## config.mk

```make
export PLATFORM = sky130hd
export DESIGN_NAME = seg7_scan_driver
export DESIGN_NICKNAME = d
export VERILOG_FILES = /design/src/rtl/seg7_scan_driver_pkg.sv /design/src/rtl/seg7_hex_decode.sv /design/src/rtl/seg7_scan_driver.sv
export SDC_FILE = /design/constraint.sdc
export NUM_CORES = 1
export LEC_CHECK = 0
export ABC_AREA = 1
export BUFFER_PORTS_ARGS = -buffer_cell sky130_fd_sc_hd__buf_2
export CORE_MARGIN = 1.5
export CORE_UTILIZATION = 50
export CTS_BUF_LIST = sky130_fd_sc_hd__clkbuf_4 sky130_fd_sc_hd__clkbuf_8
export DETAILED_ROUTE_END_ITERATION = 10
export PLACE_DENSITY = 0.71
export SLEW_MARGIN = 5
export SYNTH_ARGS = -nofsm -noshare
export SYNTH_HDL_FRONTEND = slang
export SYNTH_SLANG_ARGS = --single-unit
```

## constraint.sdc

```tcl
create_clock -name in_clk -period 3.69 [get_ports in_clk]
set_input_delay 0 -clock in_clk [delete_from_list [all_inputs] [get_ports in_clk]]
set_output_delay 0 -clock in_clk [all_outputs]
set_load 0.01 [all_outputs]
```

## src/rtl/seg7_scan_driver_pkg.sv

```systemverilog
// -----------------------------------------------------------------------------
// seg7_scan_driver_pkg
//   Shared constants for the seven-segment scan driver.
//   Glyph codes are high-true, bit order {g,f,e,d,c,b,a}.
//   SEG7_OFF / SEG7_ALL are the all-dark and all-lit segment codes.
// -----------------------------------------------------------------------------
package seg7_scan_driver_pkg;

  localparam logic [6:0] SEG7_OFF     = 7'h00;
  localparam logic [6:0] SEG7_ALL     = 7'h7F;

  localparam logic [6:0] SEG7_GLYPH_0 = 7'h3F;
  localparam logic [6:0] SEG7_GLYPH_1 = 7'h06;
  localparam logic [6:0] SEG7_GLYPH_2 = 7'h5B;
  localparam logic [6:0] SEG7_GLYPH_3 = 7'h4F;
  localparam logic [6:0] SEG7_GLYPH_4 = 7'h66;
  localparam logic [6:0] SEG7_GLYPH_5 = 7'h6D;
  localparam logic [6:0] SEG7_GLYPH_6 = 7'h7D;
  localparam logic [6:0] SEG7_GLYPH_7 = 7'h07;
  localparam logic [6:0] SEG7_GLYPH_8 = 7'h7F;
  localparam logic [6:0] SEG7_GLYPH_9 = 7'h6F;
  localparam logic [6:0] SEG7_GLYPH_A = 7'h77;
  localparam logic [6:0] SEG7_GLYPH_B = 7'h7C;  // lower-case b
  localparam logic [6:0] SEG7_GLYPH_C = 7'h39;
  localparam logic [6:0] SEG7_GLYPH_D = 7'h5E;  // lower-case d
  localparam logic [6:0] SEG7_GLYPH_E = 7'h79;
  localparam logic [6:0] SEG7_GLYPH_F = 7'h71;

  // Apply output polarity to a segment code.
  function automatic logic [6:0] seg7_polarity(input logic [6:0] v, input bit low);
    return low ? ~v : v;
  endfunction

endpackage

```

## src/rtl/seg7_hex_decode.sv

```systemverilog
// -----------------------------------------------------------------------------
// seg7_hex_decode
//   Combinational hex nibble to seven-segment glyph (high-true).
//   Ports:
//     i_nib    in  4  hex nibble 0..F
//     o_glyph  out 7  {g,f,e,d,c,b,a}, 1 = segment lit
// -----------------------------------------------------------------------------
module seg7_hex_decode
  import seg7_scan_driver_pkg::*;
(
  input  logic [3:0] i_nib,
  output logic [6:0] o_glyph
);

  always_comb begin
    o_glyph = SEG7_OFF;
    case (i_nib)
      4'h0: o_glyph = SEG7_GLYPH_0;
      4'h1: o_glyph = SEG7_GLYPH_1;
      4'h2: o_glyph = SEG7_GLYPH_2;
      4'h3: o_glyph = SEG7_GLYPH_3;
      4'h4: o_glyph = SEG7_GLYPH_4;
      4'h5: o_glyph = SEG7_GLYPH_5;
      4'h6: o_glyph = SEG7_GLYPH_6;
      4'h7: o_glyph = SEG7_GLYPH_7;
      4'h8: o_glyph = SEG7_GLYPH_8;
      4'h9: o_glyph = SEG7_GLYPH_9;
      4'hA: o_glyph = SEG7_GLYPH_A;
      4'hB: o_glyph = SEG7_GLYPH_B;
      4'hC: o_glyph = SEG7_GLYPH_C;
      4'hD: o_glyph = SEG7_GLYPH_D;
      4'hE: o_glyph = SEG7_GLYPH_E;
      4'hF: o_glyph = SEG7_GLYPH_F;
      default: o_glyph = SEG7_OFF;
    endcase
  end

endmodule

```

## src/rtl/seg7_scan_driver.sv

```systemverilog
// -----------------------------------------------------------------------------
// seg7_scan_driver
//   Multiplexed seven-segment driver. An internal divide-by-SCAN_DIV prescaler
//   produces the scan tick that steps the digit index 0..DIGITS-1. A new value
//   offered over valid/ready is parked in a pending buffer and committed to the
//   display registers only at the frame boundary, so the display never tears.
//
//   Optional build macro: LEADING_ZERO_BLANK_EN -- when defined, leading zero
//   digits (k>0, digit and all above it zero, own dp off) are kept dark; the
//   blanking mask is computed at commit time.
//
//   Ports:
//     in_clk      in   1          system clock, rising edge
//     reset       in   1          asynchronous, active-high reset
//     in_valid    in   1          upstream offers in_data/dp_in
//     in_ready    out  1          pending buffer empty
//     in_data     in   4*DIGITS   hex nibbles, nibble k -> digit k (0 = rightmost)
//     dp_in       in   DIGITS     decimal point per digit, 1 = lit
//     blank       in   1          1 = all anodes inactive, scan keeps running
//     seg_out     out  7          {g,f,e,d,c,b,a}, polarity per ACTIVE_LOW
//     dp_out      out  1          decimal point of current digit
//     an_out      out  DIGITS     one-hot anode enable, polarity per ACTIVE_LOW
//     frame_done  out  1          one-cycle pulse after idx wraps to 0
// -----------------------------------------------------------------------------
module seg7_scan_driver
  import seg7_scan_driver_pkg::*;
#(
  parameter int DIGITS     = 4,
  parameter int SCAN_DIV   = 16,
  parameter int ACTIVE_LOW = 1
) (
  input  logic                  in_clk,
  input  logic                  reset,
  input  logic                  in_valid,
  output logic                  in_ready,
  input  logic [4*DIGITS-1:0]   in_data,
  input  logic [DIGITS-1:0]     dp_in,
  input  logic                  blank,
  output logic [6:0]            seg_out,
  output logic                  dp_out,
  output logic [DIGITS-1:0]     an_out,
  output logic                  frame_done
);

  localparam int IDX_W = (DIGITS > 1) ? $clog2(DIGITS) : 1;
  localparam int PS_W  = $clog2(SCAN_DIV);
  localparam logic [IDX_W-1:0] IDX_LAST = IDX_W'(DIGITS - 1);
  localparam logic [PS_W-1:0]  PS_LAST  = PS_W'(SCAN_DIV - 1);
  localparam bit LOW = (ACTIVE_LOW != 0);

  logic [PS_W-1:0]     r_presc;
  logic [IDX_W-1:0]    r_idx;
  logic                r_pending;
  logic [4*DIGITS-1:0] r_pend_data;
  logic [DIGITS-1:0]   r_pend_dp;
  logic [4*DIGITS-1:0] r_disp;
  logic [DIGITS-1:0]   r_dp;
  logic [DIGITS-1:0]   r_an;
  logic [6:0]          r_seg;
  logic                r_dp_o;
  logic                r_frame_done;

  logic                w_tick;
  logic                w_wrap;
  logic                w_accept;
  logic                w_commit;
  logic [3:0]          w_nib;
  logic [6:0]          w_glyph;
  logic                w_lit;
  logic [DIGITS-1:0]   w_an_hi;

  assign w_tick   = (r_presc == PS_LAST);
  assign w_wrap   = w_tick && (r_idx == IDX_LAST);
  assign w_accept = in_valid && !r_pending;
  // Accept and commit are mutually exclusive: accept needs !pending, commit needs pending.
  assign w_commit = w_wrap && r_pending;
  assign in_ready = ~r_pending;

  // ---- Stage p0: prescaler, digit index, handshake, display registers ----
  always_ff @(posedge in_clk or posedge reset) begin
    if (reset) begin
      r_presc   <= '0;
      r_idx     <= '0;
      r_pending <= 1'b0;
      r_disp    <= '0;
      r_dp      <= '0;
    end else begin
      r_presc <= w_tick ? '0 : r_presc + 1'b1;
      if (w_tick)
        r_idx <= (r_idx == IDX_LAST) ? '0 : r_idx + 1'b1;
      if (w_accept)
        r_pending <= 1'b1;
      else if (w_commit)
        r_pending <= 1'b0;
      if (w_commit) begin
        r_disp <= r_pend_data;
        r_dp   <= r_pend_dp;
      end
    end
  end

  // Pending payload is qualified by r_pending, so it needs no reset.
  always_ff @(posedge in_clk) begin
    if (w_accept) begin
      r_pend_data <= in_data;
      r_pend_dp   <= dp_in;
    end
  end

`ifdef LEADING_ZERO_BLANK_EN
  logic [DIGITS-1:0] r_mask;
  logic [DIGITS-1:0] w_mask_next;
  logic              w_run;

  // Walk down from the top digit; the run of zeros ends at the first non-zero
  // nibble. Digit 0 is never blanked.
  always_comb begin
    w_mask_next = '1;
    w_run       = 1'b1;
    for (int k = DIGITS - 1; k >= 1; k--) begin
      w_run = w_run && (r_pend_data[4*k +: 4] == 4'h0);
      if (w_run && !r_pend_dp[k])
        w_mask_next[k] = 1'b0;
    end
  end

  // All digits lit until the first commit.
  always_ff @(posedge in_clk or posedge reset) begin
    if (reset)
      r_mask <= '1;
    else if (w_commit)
      r_mask <= w_mask_next;
  end

  assign w_lit = ~blank & r_mask[r_idx];
`else
  assign w_lit = ~blank;
`endif

  assign w_nib   = r_disp[{r_idx, 2'b00} +: 4];
  assign w_an_hi = w_lit ? (DIGITS'(1) << r_idx) : '0;

  seg7_hex_decode u_decode (
    .i_nib   (w_nib),
    .o_glyph (w_glyph)
  );

  // ---- Stage p1: registered outputs, one cycle behind idx ----
  always_ff @(posedge in_clk or posedge reset) begin
    if (reset) begin
      r_an         <= LOW ? '1 : '0;
      r_seg        <= seg7_polarity(SEG7_OFF, LOW);
      r_dp_o       <= LOW;
      r_frame_done <= 1'b0;
    end else begin
      r_an         <= LOW ? ~w_an_hi : w_an_hi;
      r_seg        <= seg7_polarity(w_glyph, LOW);
      r_dp_o       <= LOW ? ~r_dp[r_idx] : r_dp[r_idx];
      r_frame_done <= w_wrap;
    end
  end

  assign an_out     = r_an;
  assign seg_out    = r_seg;
  assign dp_out     = r_dp_o;
  assign frame_done = r_frame_done;

endmodule
```

==> reports/metrics.cfg <==
[detailed_routing]
routedWlPerCell_um = 10.97
drt-pass1-iter-count = 4
via_count = 1839
ant_nets = 0
drcViolationCount = 0
wl_um = 4335
drt-vias-per-instance = 4.656
drt_iter0_markers = 42

[timing]
worst_slack_ns = 1.859
setup_tns_ns = 0
finClkSkew_ns = 0.006772
fmax_mhz = 546.1
relSlewSlack_pct = 67.70
whs_ns = 0.3322
min_period_ns = 1.831
drv_slew = 0
setup-violations-final = 0
fin_crit_sh_pct = 49.62
worst_pin_slew_ns = 0.4845
hold_viol_final = 0
rsz0062_at_grt = false

[worst_setup_path]
r2r_end = seg_out[6]$_DFF_PP1_
crit_type = flip-flop to flip-flop
critPathMostFrequentCell = nand2_1
cp_slowest_stage_delay_ns = 0.58
cp.arrival_ns = 2.10
slowest_stage = dfrtp_1
crit_path_max_fanout = 14
reg2regPathDepth = 10
cp.depth = 10
startpoint_type = flip-flop
r2r_slack_ns = 1.86
endpoint_kind = flip-flop
required_ns = 3.95
critPathBufInv = 2
crit_family = simple AND/OR/NAND/NOR gates
path_cells = inv_2 > nand2_1 > nand3_1 > nand2_1 > inv_1 > ha_1 > nand3_1 > nand2_1 > nand2_1 > nand2_1
r2r-start = r_idx[0]$_DFFE_PP0N_

[clock_network]
root_buffer = clkbuf_8
path_clk_slew_ns = 0.06
cts_buffers = 9
clock_latency_ns = 0.34
clockBufferDepth = 2
cts_tree = built
clock_sinks = 60
cts_resized = 0
htreeDepth = 3

[placement]
io_buffer_count = 37
gp_congestion = 0.8224
pre_cts_slack_ns = 1.889
place_area_mm2 = 0.002829
dp.cells = 356
dp_hpwl_um = 2740

[power_and_ir_drop]
pwr_density_cell_mw_per_mm2 = 419.3
power_mw = 1.375
vdd_drop_max_v = 0.0002871
p_leak_nw = 1.646

[layout]
area_growth_pct = 26.62
nets = 355
fin_cells = 395
drive_gt1_share_pct = 26.46
n_fill_cell = 401
fin_util_pct = 65.04
fin_area_mm2 = 0.003279
n_antenna_cell = 0

[global_route]
grt-ovfl-total = 0
grt_use_met1_pct = 20.14
grt_usage_pct = 18.26
use_met2_pct = 30.88
grt_pass1_wl_um = 7314
grt_pass1_vias = 1787
use_met3_pct = 5.890
grt_antenna_before_repair = 0
grt_most_used_layer = met2
grt_max_degree = 41

[floorplan]
core_area_mm2 = 0.005042
rows = 26
start_util_pct = 51.36
die_x_um = 74.97
die_h_um = 74.97
ios = 38
die_area_mm2 = 0.005621

[synth]
netlist_area_mm2 = 0.002590
synth_cell_type_count = 24
ys_ff_latch = 60
yosysWarnings = 0
syn_avg_cell_area_um2 = 10.24
syn-num-nets = 288
yosysSeqAreaShare_pct = 62.42
syn_inst = 253

[status]
status = completed

[min_path]
min_path_type = input port to async pin

[flow_run]
maxCapViolations = 0

-- where the power goes --
part           switching [mW]  internal (mW)  leakage (nW)
clock                   0.241          0.402         0.116
combinational          0.0155         0.0256         0.854
sequential          0.0000978          0.690         0.676
-- registers in the layout (all words and copies together) (netlist names) --
signal       cells
an_out           4
r_presc          4
r_disp          16
r_pend_dp        4
frame_done       1
r_pending        1
r_dp             4
r_idx            2
dp_out           1
r_pend_data     16
seg_out          7
-- cells by family (layout without fill, tap and decap cells) --
family	after synthesis	after routing	synth area share (%)
adders and majority gates	11	11	5.314
AOI/OAI and AO/OA	14	14	2.802
DFF	60	60	62.42
buffers and inverters	26	98	5.072
and+or+nand+nor	142	142	24.40
-- cell usage in the layout, fill, tap and decap left out, types with 3 or more instances in the layout --
master	Yosys	routed
nand2_1	102	102
buf_2	3	37
dfrtp_1	28	28
dlygate4sd3_1	0	23
nand3_1	22	22
edfxtp_1	20	20
inv_1	15	15
dfstp_2	12	12
ha_1	11	11
clkbuf_8	0	10
o21ai_0	7	7
nand2_2	7	7
nor2_1	4	4
inv_2	3	3
nand2_4	3	3
o21ai_1	3	3
a21oi_1	3	3
clkinv_2	0	3
-- synthesized netlist by cell type --
cell type | n | area share, %
nand2_1 | 102 | 15
dfrtp_1 | 28 | 27
nand3_1 | 22 | 4.3
edfxtp_1 | 20 | 23
inv_1 | 15 | 2.2
dfstp_2 | 12 | 12
ha_1 | 11 | 5.3
nand2_2 | 7 | 1.7
o21ai_0 | 7 | 1.4
nor2_1 | 4 | 0.58
a21oi_1 | 3 | 0.58
buf_2 | 3 | 0.58
inv_2 | 3 | 0.43
nand2_4 | 3 | 1.3
o21ai_1 | 3 | 0.58
nand3_2 | 2 | 0.77
buf_4 | 1 | 0.29
buf_6 | 1 | 0.43
buf_8 | 1 | 0.58
inv_4 | 1 | 0.24
inv_6 | 1 | 0.34
nor2_8 | 1 | 0.77
o211ai_1 | 1 | 0.29
or2_2 | 1 | 0.24
-- per-layer routing --
metal | wire length (µm) | share of wire (%)
met2 | 2105 | 49
met4 | 88 | 2.0
met1 | 1939 | 45
met5 | 0 | 0
met3 | 201 | 4.6
-- how the worst max path moves through the flow --
stage / start / slack (ns) / endpoint
floorplan: r_pending$_DFFE_PP0P_ / 2.00 / r_pend_data[0]$_DFFE_PP_
global placement: r_idx[0]$_DFFE_PP0N_ / 1.98 / seg_out[6]$_DFF_PP1_
detailed placement: r_idx[0]$_DFFE_PP0N_ / 1.89 / seg_out[5]$_DFF_PP1_
CTS: r_idx[0]$_DFFE_PP0N_ / 1.88 / seg_out[5]$_DFF_PP1_
global route: r_idx[0]$_DFFE_PP0N_ / 1.64 / seg_out[6]$_DFF_PP1_
finish: r_idx[0]$_DFFE_PP0N_ / 1.86 / seg_out[6]$_DFF_PP1_
-- worst register-to-register path, delay by kind of cell (launching register included) --
kind / cells / cell delay (ns)
fa+ha+maj: 1 / 0.20
buf+inv: 2 / 0.32
flops: 1 / 0.58
simple gates: 7 / 0.67
-- final cells by class --
| type | instances | area, µm² | share of cell area (%) |
|---|---|---|---|
| Clock buffer | 11 | 145.1 | 4.426 |
| Clock inverter | 5 | 75.07 | 2.289 |
| Inverter | 20 | 82.58 | 2.518 |
| Multi-Input combinational cell | 167 | 842.1 | 25.68 |
| Sequential cell | 60 | 1617 | 49.29 |
| Tap cell | 70 | 87.58 | 2.671 |
| Timing Repair Buffer | 62 | 430.4 | 13.12 |
-- repair_timing --
action / in CTS / in global routing
hold buffers: 23 / 0
buffers inserted: 0 / 0
hold endpoints to repair: 53 / 0
No activity file was read; power rests on OpenSTA's default activity.
